===== src/rtl/counter_snapshot_fifo.sv =====
// Captures {Cnt1, Cnt0} snapshots into a small FIFO and drains each entry
// as BEATS serial OUT_W-bit beats over a valid/ready handshake.
module counter_snapshot_fifo #(
    parameter int DEPTH = 4,
    parameter int WIDTH = 64,
    parameter int OUT_W = 32
) (
    input  logic             Clk,
    input  logic             Reset,
    input  logic [WIDTH-1:0] Cnt0,
    input  logic [WIDTH-1:0] Cnt1,
    input  logic             Sample,
    output logic [OUT_W-1:0] DOut,
    output logic             DValid,
    input  logic             DReady,
    output logic             DLast,
    output logic             Full,
    output logic             Empty,
    output logic [7:0]       Drops
);

    localparam int BEATS  = 2 * WIDTH / OUT_W;
    localparam int PTR_W  = $clog2(DEPTH);
    localparam int CNT_W  = $clog2(DEPTH + 1);
    localparam int BEAT_W = (BEATS > 1) ? $clog2(BEATS) : 1;
    localparam logic [CNT_W-1:0]  DEPTH_C   = CNT_W'(DEPTH);
    localparam logic [CNT_W-1:0]  CNT_ZERO  = {CNT_W{1'b0}};
    localparam logic [BEAT_W-1:0] BEAT_ZERO = {BEAT_W{1'b0}};
    localparam logic [BEAT_W-1:0] LAST_BEAT = BEAT_W'(BEATS - 1);

    typedef enum logic [0:0] {
        IDLE = 1'b0,
        SEND = 1'b1
    } state_t;

    state_t             state_r;
    state_t             state_s;
    logic [2*WIDTH-1:0] mem_r [DEPTH];
    logic [PTR_W-1:0]   wr_ptr_r;
    logic [PTR_W-1:0]   rd_ptr_r;
    logic [CNT_W-1:0]   count_r;
    logic [CNT_W-1:0]   count_s;
    logic [BEAT_W-1:0]  beat_r;
    logic [BEAT_W-1:0]  beat_s;
    logic [7:0]         drops_r;
    logic               xfer_s;
    logic               last_xfer_s;
    logic               push_s;
    logic               drop_s;
    logic [2*WIDTH-1:0] head_s;
    logic [OUT_W-1:0]   beat_data_s [BEATS];

    // Handshake, push/drop decision and next occupancy.
    // A full FIFO still accepts a sample when the head's final beat leaves on the same edge.
    always_comb begin
        xfer_s      = (state_r == SEND) && DReady;
        last_xfer_s = xfer_s && (beat_r == LAST_BEAT);
        push_s      = Sample && ((count_r != DEPTH_C) || last_xfer_s);
        drop_s      = Sample && !push_s;
        count_s     = count_r;
        if (push_s && !last_xfer_s) begin
            count_s = count_r + CNT_W'(1);
        end else if (!push_s && last_xfer_s) begin
            count_s = count_r - CNT_W'(1);
        end else begin
            count_s = count_r;
        end
    end

    // Drain FSM next state and beat index.
    always_comb begin
        state_s = state_r;
        beat_s  = beat_r;
        case (state_r)
            IDLE: begin
                beat_s = BEAT_ZERO;
                if (push_s) begin
                    state_s = SEND;
                end else begin
                    state_s = IDLE;
                end
            end
            SEND: begin
                if (last_xfer_s) begin
                    beat_s  = BEAT_ZERO;
                    state_s = (count_s == CNT_ZERO) ? IDLE : SEND;
                end else if (xfer_s) begin
                    beat_s  = beat_r + BEAT_W'(1);
                    state_s = SEND;
                end else begin
                    beat_s  = beat_r;
                    state_s = SEND;
                end
            end
            default: begin
                state_s = IDLE;
                beat_s  = BEAT_ZERO;
            end
        endcase
    end

    // Control state: FSM, pointers, occupancy and saturating drop counter.
    always_ff @(posedge Clk) begin
        if (Reset) begin
            state_r  <= IDLE;
            beat_r   <= BEAT_ZERO;
            count_r  <= CNT_ZERO;
            wr_ptr_r <= {PTR_W{1'b0}};
            rd_ptr_r <= {PTR_W{1'b0}};
            drops_r  <= 8'h00;
        end else begin
            state_r <= state_s;
            beat_r  <= beat_s;
            count_r <= count_s;
            if (push_s) begin
                wr_ptr_r <= wr_ptr_r + PTR_W'(1);
            end
            if (last_xfer_s) begin
                rd_ptr_r <= rd_ptr_r + PTR_W'(1);
            end
            if (drop_s && (drops_r != 8'hFF)) begin
                drops_r <= drops_r + 8'h01;
            end
        end
    end

    // Snapshot storage; contents need no reset because pointers gate visibility.
    always_ff @(posedge Clk) begin
        if (!Reset && push_s) begin
            mem_r[wr_ptr_r] <= {Cnt1, Cnt0};
        end
    end

    // Split the head entry into beats, Cnt0 low half first.
    always_comb begin
        head_s = mem_r[rd_ptr_r];
        for (int i = 0; i < BEATS; i++) begin
            beat_data_s[i] = head_s[i*OUT_W +: OUT_W];
        end
    end

    assign DValid = (state_r == SEND);
    assign DOut   = DValid ? beat_data_s[beat_r] : {OUT_W{1'b0}};
    assign DLast  = DValid && (beat_r == LAST_BEAT);
    assign Full   = (count_r == DEPTH_C);
    assign Empty  = (count_r == CNT_ZERO);
    assign Drops  = drops_r;

endmodule


===== config.mk =====
export PLATFORM = sky130hd
export DESIGN_NAME = counter_snapshot_fifo
export DESIGN_NICKNAME = d
export VERILOG_FILES = /design/src/rtl/counter_snapshot_fifo.sv
export SDC_FILE = /design/constraint.sdc
export NUM_CORES = 1
export LEC_CHECK = 0
export ABC_CLOCK_PERIOD_IN_PS = 4500
export BUFFER_PORTS_ARGS = -buffer_cell sky130_fd_sc_hd__buf_4
export CAP_MARGIN = 10
export CORE_ASPECT_RATIO = 0.6
export CORE_UTILIZATION = 50
export CTS_BUF_LIST = sky130_fd_sc_hd__clkbuf_4 sky130_fd_sc_hd__clkbuf_8
export DETAILED_ROUTE_END_ITERATION = 10
export GPL_TIMING_DRIVEN = 0
export PLACE_DENSITY = 0.78
export SYNTH_ARGS = -nofsm -noshare
export SYNTH_HDL_FRONTEND = slang
export SYNTH_SLANG_ARGS = --single-unit

===== constraint.sdc =====
create_clock -name Clk -period 4.5 [get_ports Clk]
set_input_delay 0.225 -clock Clk [delete_from_list [all_inputs] [get_ports Clk]]
set_output_delay 0.225 -clock Clk [all_outputs]
set_load 0.01 [all_outputs]

==> results of run 1 <==
-- power groups by stage --
stage | clock network (mW) | registers, mW | logic [mW]
finish | 3.71 | 5.62 | 0.616
floorplan | 0 | 5.72 | 0.230
global route | 4.01 | 5.63 | 0.659
global placement | 0 | 5.73 | 0.480
detailed placement | 0 | 5.73 | 0.517
CTS | 3.79 | 5.62 | 0.618
-- flip-flops by register name (all words and copies together), names as in the netlist, named ones only --
name / count
wr_ptr_r: 2
DValid: 1
count_r: 3
Drops: 8
mem_r: 512
beat_r: 2
rd_ptr_r: 2
-- stage by stage --
| step | hold slack [ns] | setup TNS, ns | total power [mW] | instances |
|---|---|---|---|---|
| 3_3_place_gp | 0.424 | -103.49 | 6.21 | 1643 |
| 3_5_place_dp | 0.427 | 0 | 6.24 | 1651 |
| 6_report | 0.0460 | 0 | 9.95 | 1927 |
| 2_1_floorplan | 0.324 | 0 | 5.95 | 938 |
| 4_1_cts | 0.00332 | 0 | 10.0 | 1921 |
| 5_1_grt | 0.0390 | 0 | 10.3 | 1927 |
-- placed cells by master, fill, tap and decap left out, types with 9 or more instances in the layout --
master,netlist,routed
ha_1,9,9
edfxtp_1,512,512
dfxtp_1,20,20
nand2_1,30,30
dlygate4sd3_1,0,129
buf_4,1,175
clkbuf_8,0,79
clkinv_1,0,26
clkbuf_1,18,18
mux4_2,121,121
buf_2,21,21
o22ai_1,25,25
nor2_1,14,14
clkbuf_4,0,24
mux2i_1,69,69
-- Yosys cell counts, drive strengths merged (9+ instances only) --
| cell type | n |
|---|---|
| buf | 31 |
| clkbuf | 18 |
| dfxtp | 20 |
| edfxtp | 512 |
| ha | 9 |
| mux2i | 69 |
| mux4 | 121 |
| nand2 | 30 |
| nand4 | 9 |
| nor2 | 14 |
| o22ai | 25 |
-- path summary, 6_finish.rpt --
check / from / endpoint / slack (ns) / cells after the start
setup / recovery: flop / DOut[29] / 1.33 / 6
hold / removal: Reset / Drops[2]$_SDFFE_PP0P_ / 0.05 / 2
setup reg to reg: beat_r[1]$_SDFFE_PP0P_ / mem_r[3][79]$_DFFE_PP_ / 1.39 / 8
hold reg to reg: Drops[7]$_SDFFE_PP0P_ / Drops[7]$_SDFFE_PP0P_ / 0.51 / 2
-- cells by family (layout without fill, tap and decap cells) --
family,Yosys count,after routing
flip-flops,532,532
multiplexers,190,190
AND/OR/NAND/NOR,84,84
AO/OA/AOI/OAI,60,60
buffers and inverters,57,509
adder cells (fa/ha/maj),9,9
XOR/XNOR,6,6
other,0,6
-- final cells by class --
type | instances | share of cell area [%]
Clock inverter | 38 | 0.869
Buffer | 49 | 1.08
Inverter | 8 | 0.118
Clock buffer | 103 | 4.97
Tap cell | 531 | 2.61
Multi-Input combinational cell | 349 | 17.3
Antenna cell | 6 | 0.0589
Timing Repair Buffer | 311 | 11.1
Sequential cell | 532 | 61.9
-- layer usage --
| layer | vias to the layer above | part of all wire, % | global-route usage, % |
|---|---|---|---|
| met3 | 72 | 7.4 | 5.52 |
| met5 | - | 0.030 | 0 |
| met2 | 408 | 46 | 31.6 |
| li1 | 4744 | - | - |
| met1 | 5397 | 44 | 31.9 |
| met4 | 2 | 2.3 | 6.38 |
-- critical path, stage by stage (launching register included) --
cell	delay, ns
dfxtp_1	0.32
buf_2	0.20
clkbuf_1	0.71
mux4_2	0.42
mux2i_1	0.38
o22ai_1	0.14
buf_4	0.17
==> impl_results.md, run 1 <==
* Status: complete, no violations
* Sequential share of power at 56.5%
* Layout area overhead at 24.4%
* Hold-fix buffers, CTS at 129
* # DRC at 0
* Number of CTS-inserted buffers at 79
* Final worst slack at 1.33 ns
* Post-synthesis sequential area ratio at 77.0%
* Adder-Cell Fraction of Synth Area at 0.550%
* Synthesized cell area at 0.0205 mm²
* CP arrival at 2.94 ns
* Area of the die at 0.0418 mm²
* Int Power at 7.81 mW
* Dpl cell area at 0.0227 mm²
* Fmax at 315 MHz
* Routed WL at 43900 µm
* CTS tree: built
* Post-synthesis cell count at 938
* Period minus WS final at 3.17 ns
* Core footprint at 0.0404 mm²
* Max IR drop VDD at 0.203 mV
* Longest Clk Path Bufs at 3
* Actual slew at the worst max-slew pin at 0.916 ns
* Async SR Flop Fraction at 0%
* Die height at 159 µm
* Total GRT Usage at 21.5%
* Number of synthesized flops with an enable pin at 512
* Fillers at 2688
* Critical path class: reg -> out
* Seq. cell area at 0.0158 mm²
* Post-synthesis register bit count at 532
* Initial Util at 50.7%
* Nature of the critical path endpoint: primary output
* Sw Share at 21.5%
* CP required at 4.28 ns
* Vias in the first global route at 11000
* Syn avg cell area at 21.8 µm²
* Synth Flop Type: edfxtp_1
* Synth area leaders: edfxtp_1, mux4_2, mux2i_1, dfxtp_1, o22ai_1
* Placement row count at 57
* Clk_lat worst skew at 0.63 ns
* Finished Cell Area at 0.0255 mm²
* Clock power share at 37.3%
* Fin. Hold Viols at 0
* Avg WL per Cell at 22.8 µm
* DP Worst Slack at 1.42 ns
* Antenna violations before repair at 7
* Port Buf Inserts at 174
* Post-synth top area cell: edfxtp_1
* Clock sink total at 532
* CP max FO at 10
* Synth warnings at 0
* CP startpoint kind: flop
* Final period util at 70.4%
* Width of the die at 263 µm
* Global route overflow at 0
* Lkg Pwr at 8.37 nW
* Largest net degree at the start of global routing at 60
* H-tree depth at 3
* HPWL Detailed at 28300 µm
* Clock tree root driver cell: clkbuf_8
* Global-route wire length before repair at 66900 µm
* Share of the synthesized area in the top cell type at 75.0%
* Router iterations before antenna repair at 7
* Xor/xnor share of the synthesized area at 0.256%
* Syn nets at 1079
* PwrDens at 390 mW/mm²
* Worst-path clk slew at 0.06 ns
* Post-synthesis compound-gate area fraction at 1.98%
* Initial DRC Count at 1007
* Synth cell types at 43
* Post-route ant nets at 0
* Final number of setup-violating endpoints at 0
* Max Cap Viol at 0
* NumNets Final at 1471
* Hold Crit Class: in -> reg
* Clock skew at 0.0349 ns
* Largest family of logic cells by synthesized area: multiplexers
* Share of layout cells above drive strength 1 at 32.7%
* Combinational share of power at 6.2%
* Post-synthesis mux area share at 16.7%
* Ports at 176
* Area of the multi-input gates at 0.00442 mm²
* Vias at 10600
* Via density at 5.51
* Final Wtd Congestion at 0.816
* Slew Viols, Final at 0
* Resize count post-CTS at 0
* Relative slew slack at 39.0%
* Simple-Gate Fraction of Synth Area at 2.07%
* Finished Core Util at 63.0%
* Post-CTS Setup Bufs at 0
* RSZ-0062 raised after global routing: false
* NetSw at 2.14 mW
Power figures use the tool's default switching activity.
==> inputs of run 2 (changes only) <==
--- a/config.mk
+++ b/config.mk
@@ -5,7 +5,7 @@
 export SDC_FILE = /design/constraint.sdc
 export NUM_CORES = 1
 export LEC_CHECK = 0
-export ABC_CLOCK_PERIOD_IN_PS = 4500
+export ABC_CLOCK_PERIOD_IN_PS = 2900
 export BUFFER_PORTS_ARGS = -buffer_cell sky130_fd_sc_hd__buf_4
 export CAP_MARGIN = 10
 export CORE_ASPECT_RATIO = 0.6
==> constraint.sdc (replaced) <==
create_clock -name Clk -period 2.9 [get_ports Clk]
set_input_delay 0.145 -clock Clk [delete_from_list [all_inputs] [get_ports Clk]]
set_output_delay 0.145 -clock Clk [all_outputs]
set_load 0.01 [all_outputs]
==> run 2 against run 1 <==
Worst setup slack got worse by 1.3 ns. Largest power group unchanged. Critical endpoint is now DOut[17]. Cell count increased by 0.57%. Clock skew decreased by 0.0028 ns. Sequential power increased by 55%. Clock-buffer cell count unchanged. Sequential share of layout area decreased by 0.55 points. Critical path type unchanged. First-iteration DRC count increased by 9.7%. Via count increased by 1.3%. Hold slack improved by 0.20 ns.
==> impl_results.md, run 2 (synthesized netlist as in run 1, its figures left out) <==
* Placement row count at 57 (unchanged)
* Actual slew at the worst max-slew pin at 0.700 ns (was 0.916 ns)
* Vias in the first global route at 11100 (was 11000)
* Width of the die at 263 µm (unchanged)
* Combinational share of power at 6.4% (was 6.2%)
* Fmax at 351 MHz
* Worst-path clk slew at 0.06 ns (about the same)
* Clock skew at 0.0322 ns (was 0.0349 ns)
* Clock power share at 37.3% (about the same)
* Core footprint at 0.0404 mm² (unchanged)
* Final worst slack at 0.0528 ns (was 1.33 ns)
* DP Worst Slack at -0.175 ns (was 1.42 ns)
* PwrDens at 603 mW/mm² (was 390 mW/mm²)
* Antenna violations before repair at 7 (unchanged)
* Max Cap Viol at 0 (unchanged)
* CP max FO at 10 (unchanged)
* Slew Viols, Final at 0 (unchanged)
* Ports at 176 (unchanged)
* NumNets Final at 1481 (was 1471)
* Global route overflow at 0 (unchanged)
* Avg WL per Cell at 23.3 µm (was 22.8 µm)
* Total GRT Usage at 21.6% (was 21.5%)
* Nature of the critical path endpoint: primary output (unchanged)
* Vias at 10800 (was 10600)
* Lkg Pwr at 8.47 nW (was 8.37 nW)
* Share of layout cells above drive strength 1 at 34.6% (was 32.7%)
* Commonest cells after routing, fill and taps aside: edfxtp_1, buf_4, dlygate4sd3_1 (unchanged)
* Routed WL at 45200 µm (was 43900 µm)
* Sw Share at 21.7% (was 21.5%)
* Int Power at 12.1 mW (was 7.81 mW)
* Longest Clk Path Bufs at 3 (unchanged)
* # DRC at 0 (unchanged)
* Via density at 5.55 (was 5.51)
* Critical path class: reg -> out (unchanged)
* RSZ-0062 raised after global routing: true (was false)
* CTS tree: built (unchanged)
* Initial DRC Count at 1105 (was 1007)
* CP arrival at 2.70 ns (was 2.94 ns)
* Largest net degree at the start of global routing at 60 (unchanged)
* HPWL Detailed at 28300 µm (unchanged)
* H-tree depth at 3 (unchanged)
* Fin. Hold Viols at 0 (unchanged)
* CP startpoint kind: flop (unchanged)
* Router iterations before antenna repair at 7 (unchanged)
* Top reg by flops: mem_r (unchanged)
* Port Buf Inserts at 174 (unchanged)
* Post-route ant nets at 0 (unchanged)
* Final Wtd Congestion at 0.816 (unchanged)
* Sequential share of power at 56.3% (was 56.5%)
* Number of CTS-inserted buffers at 79 (unchanged)
* Status: complete, no violations (unchanged)
* CP required at 2.76 ns (was 4.28 ns)
* Area of the die at 0.0418 mm² (unchanged)
* Initial Util at 50.7% (unchanged)
* Period minus WS final at 2.85 ns
* Relative slew slack at 53.3% (was 39.0%)
* Clk_lat worst skew at 0.64 ns (was 0.63 ns)
* Final number of setup-violating endpoints at 0 (unchanged)
* Hold Crit Class: in -> reg (unchanged)
* NetSw at 3.36 mW (was 2.14 mW)
* Final period util at 98.2%
* Most common cell after layout, fill and taps aside: edfxtp_1 (unchanged)
* Fin cells at 1938 (was 1927)
* Max IR drop VDD at 0.308 mV (was 0.203 mV)
* Global-route wire length before repair at 67200 µm (was 66900 µm)
* Clock sink total at 532 (unchanged)
* Max reg flops at 512 (unchanged)
* Die height at 159 µm (unchanged)
* Hold WS at 0.245 ns (was 0.0460 ns)
* Clock tree root driver cell: clkbuf_8 (unchanged)
* Placed cell count at 1651 (unchanged)
* Layout area overhead at 25.5% (was 24.4%)
[run 2: changes by cell type in the layout (fill, tap and decap cells not counted), sizes merged]
cell,before,now
dlygate4sd3,129,131
clkdlybuf4s15,0,1
and2,7,9
clkbuf,121,126
diode,6,7
[run 2: critical path, stage by stage, from the launching register on]
cell	delay [ns]
dfxtp_1	0.32
buf_6	0.16
buf_6	0.22
buf_8	0.20
mux4_2	0.55
mux2i_2	0.27
o22ai_1	0.14
buf_4	0.18
[run 2: metrics by stage]
| step | utilization (%) | area [µm²] | power (mW) | setup TNS [ns] |
|---|---|---|---|---|
| floorplan | - | 20500 | 9.24 | -195.09 |
| global placement | 55.6 | 22500 | 9.64 | -922.69 |
| detailed placement | 56.1 | 22700 | 9.69 | -9.83 |
| CTS | 63.2 | 25500 | 15.6 | -0.00340 |
| global route | 63.6 | 25700 | 16.0 | -0.292 |
| finish | 63.6 | 25700 | 15.5 | 0 |
[run 2: timing repair]
action,4_1_cts,5_1_grt
pin swaps,1,3
gates cloned,0,4
buffers inserted,1,3
resized for setup,17,24
endpoints found under the hold margin,524,0
hold buffers,131,0
setup endpoints to repair,85,412
[run 2: power groups by stage]
stage	combinational (mW)	sequential (mW)	clock [mW]
after floorplan	0.357	8.88	0
after global placement	0.745	8.90	0
after detailed placement	0.802	8.88	0
after CTS	0.964	8.72	5.88
after global routing	1.05	8.74	6.23
final	0.988	8.72	5.78
[run 2: layout make-up]
class	instances	area (µm²)
clock buffer	103	1270
tap	531	664
multi-input combinational	351	4500
buffer	49	322
fill	2655	14700
clock inverter	38	221
inverter	8	30.0
timing repair buffer	319	2920
antenna	7	17.5
sequential	532	15800
[run 2: worst paths after layout]
kind              depth (start not counted)  slack [ns]                      to                    from
setup / recovery                          7        0.05                DOut[17]                    flop
hold / removal                            2        0.25  mem_r[3][26]$_DFFE_PP_                Cnt0[26]
setup reg to reg                          7        0.18  mem_r[1][79]$_DFFE_PP_  beat_r[1]$_SDFFE_PP0P_
hold reg to reg                           2        0.51   Drops[7]$_SDFFE_PP0P_   Drops[7]$_SDFFE_PP0P_
[run 2: metal layers]
layer | part of all wire (%) | GRT usage (%) | wire length (µm)
met1 | 44 | 31.9 | 19900
met2 | 46 | 31.9 | 21000
met3 | 7.3 | 5.41 | 3290
met4 | 2.2 | 6.51 | 976
met5 | 0 | 0 | 0
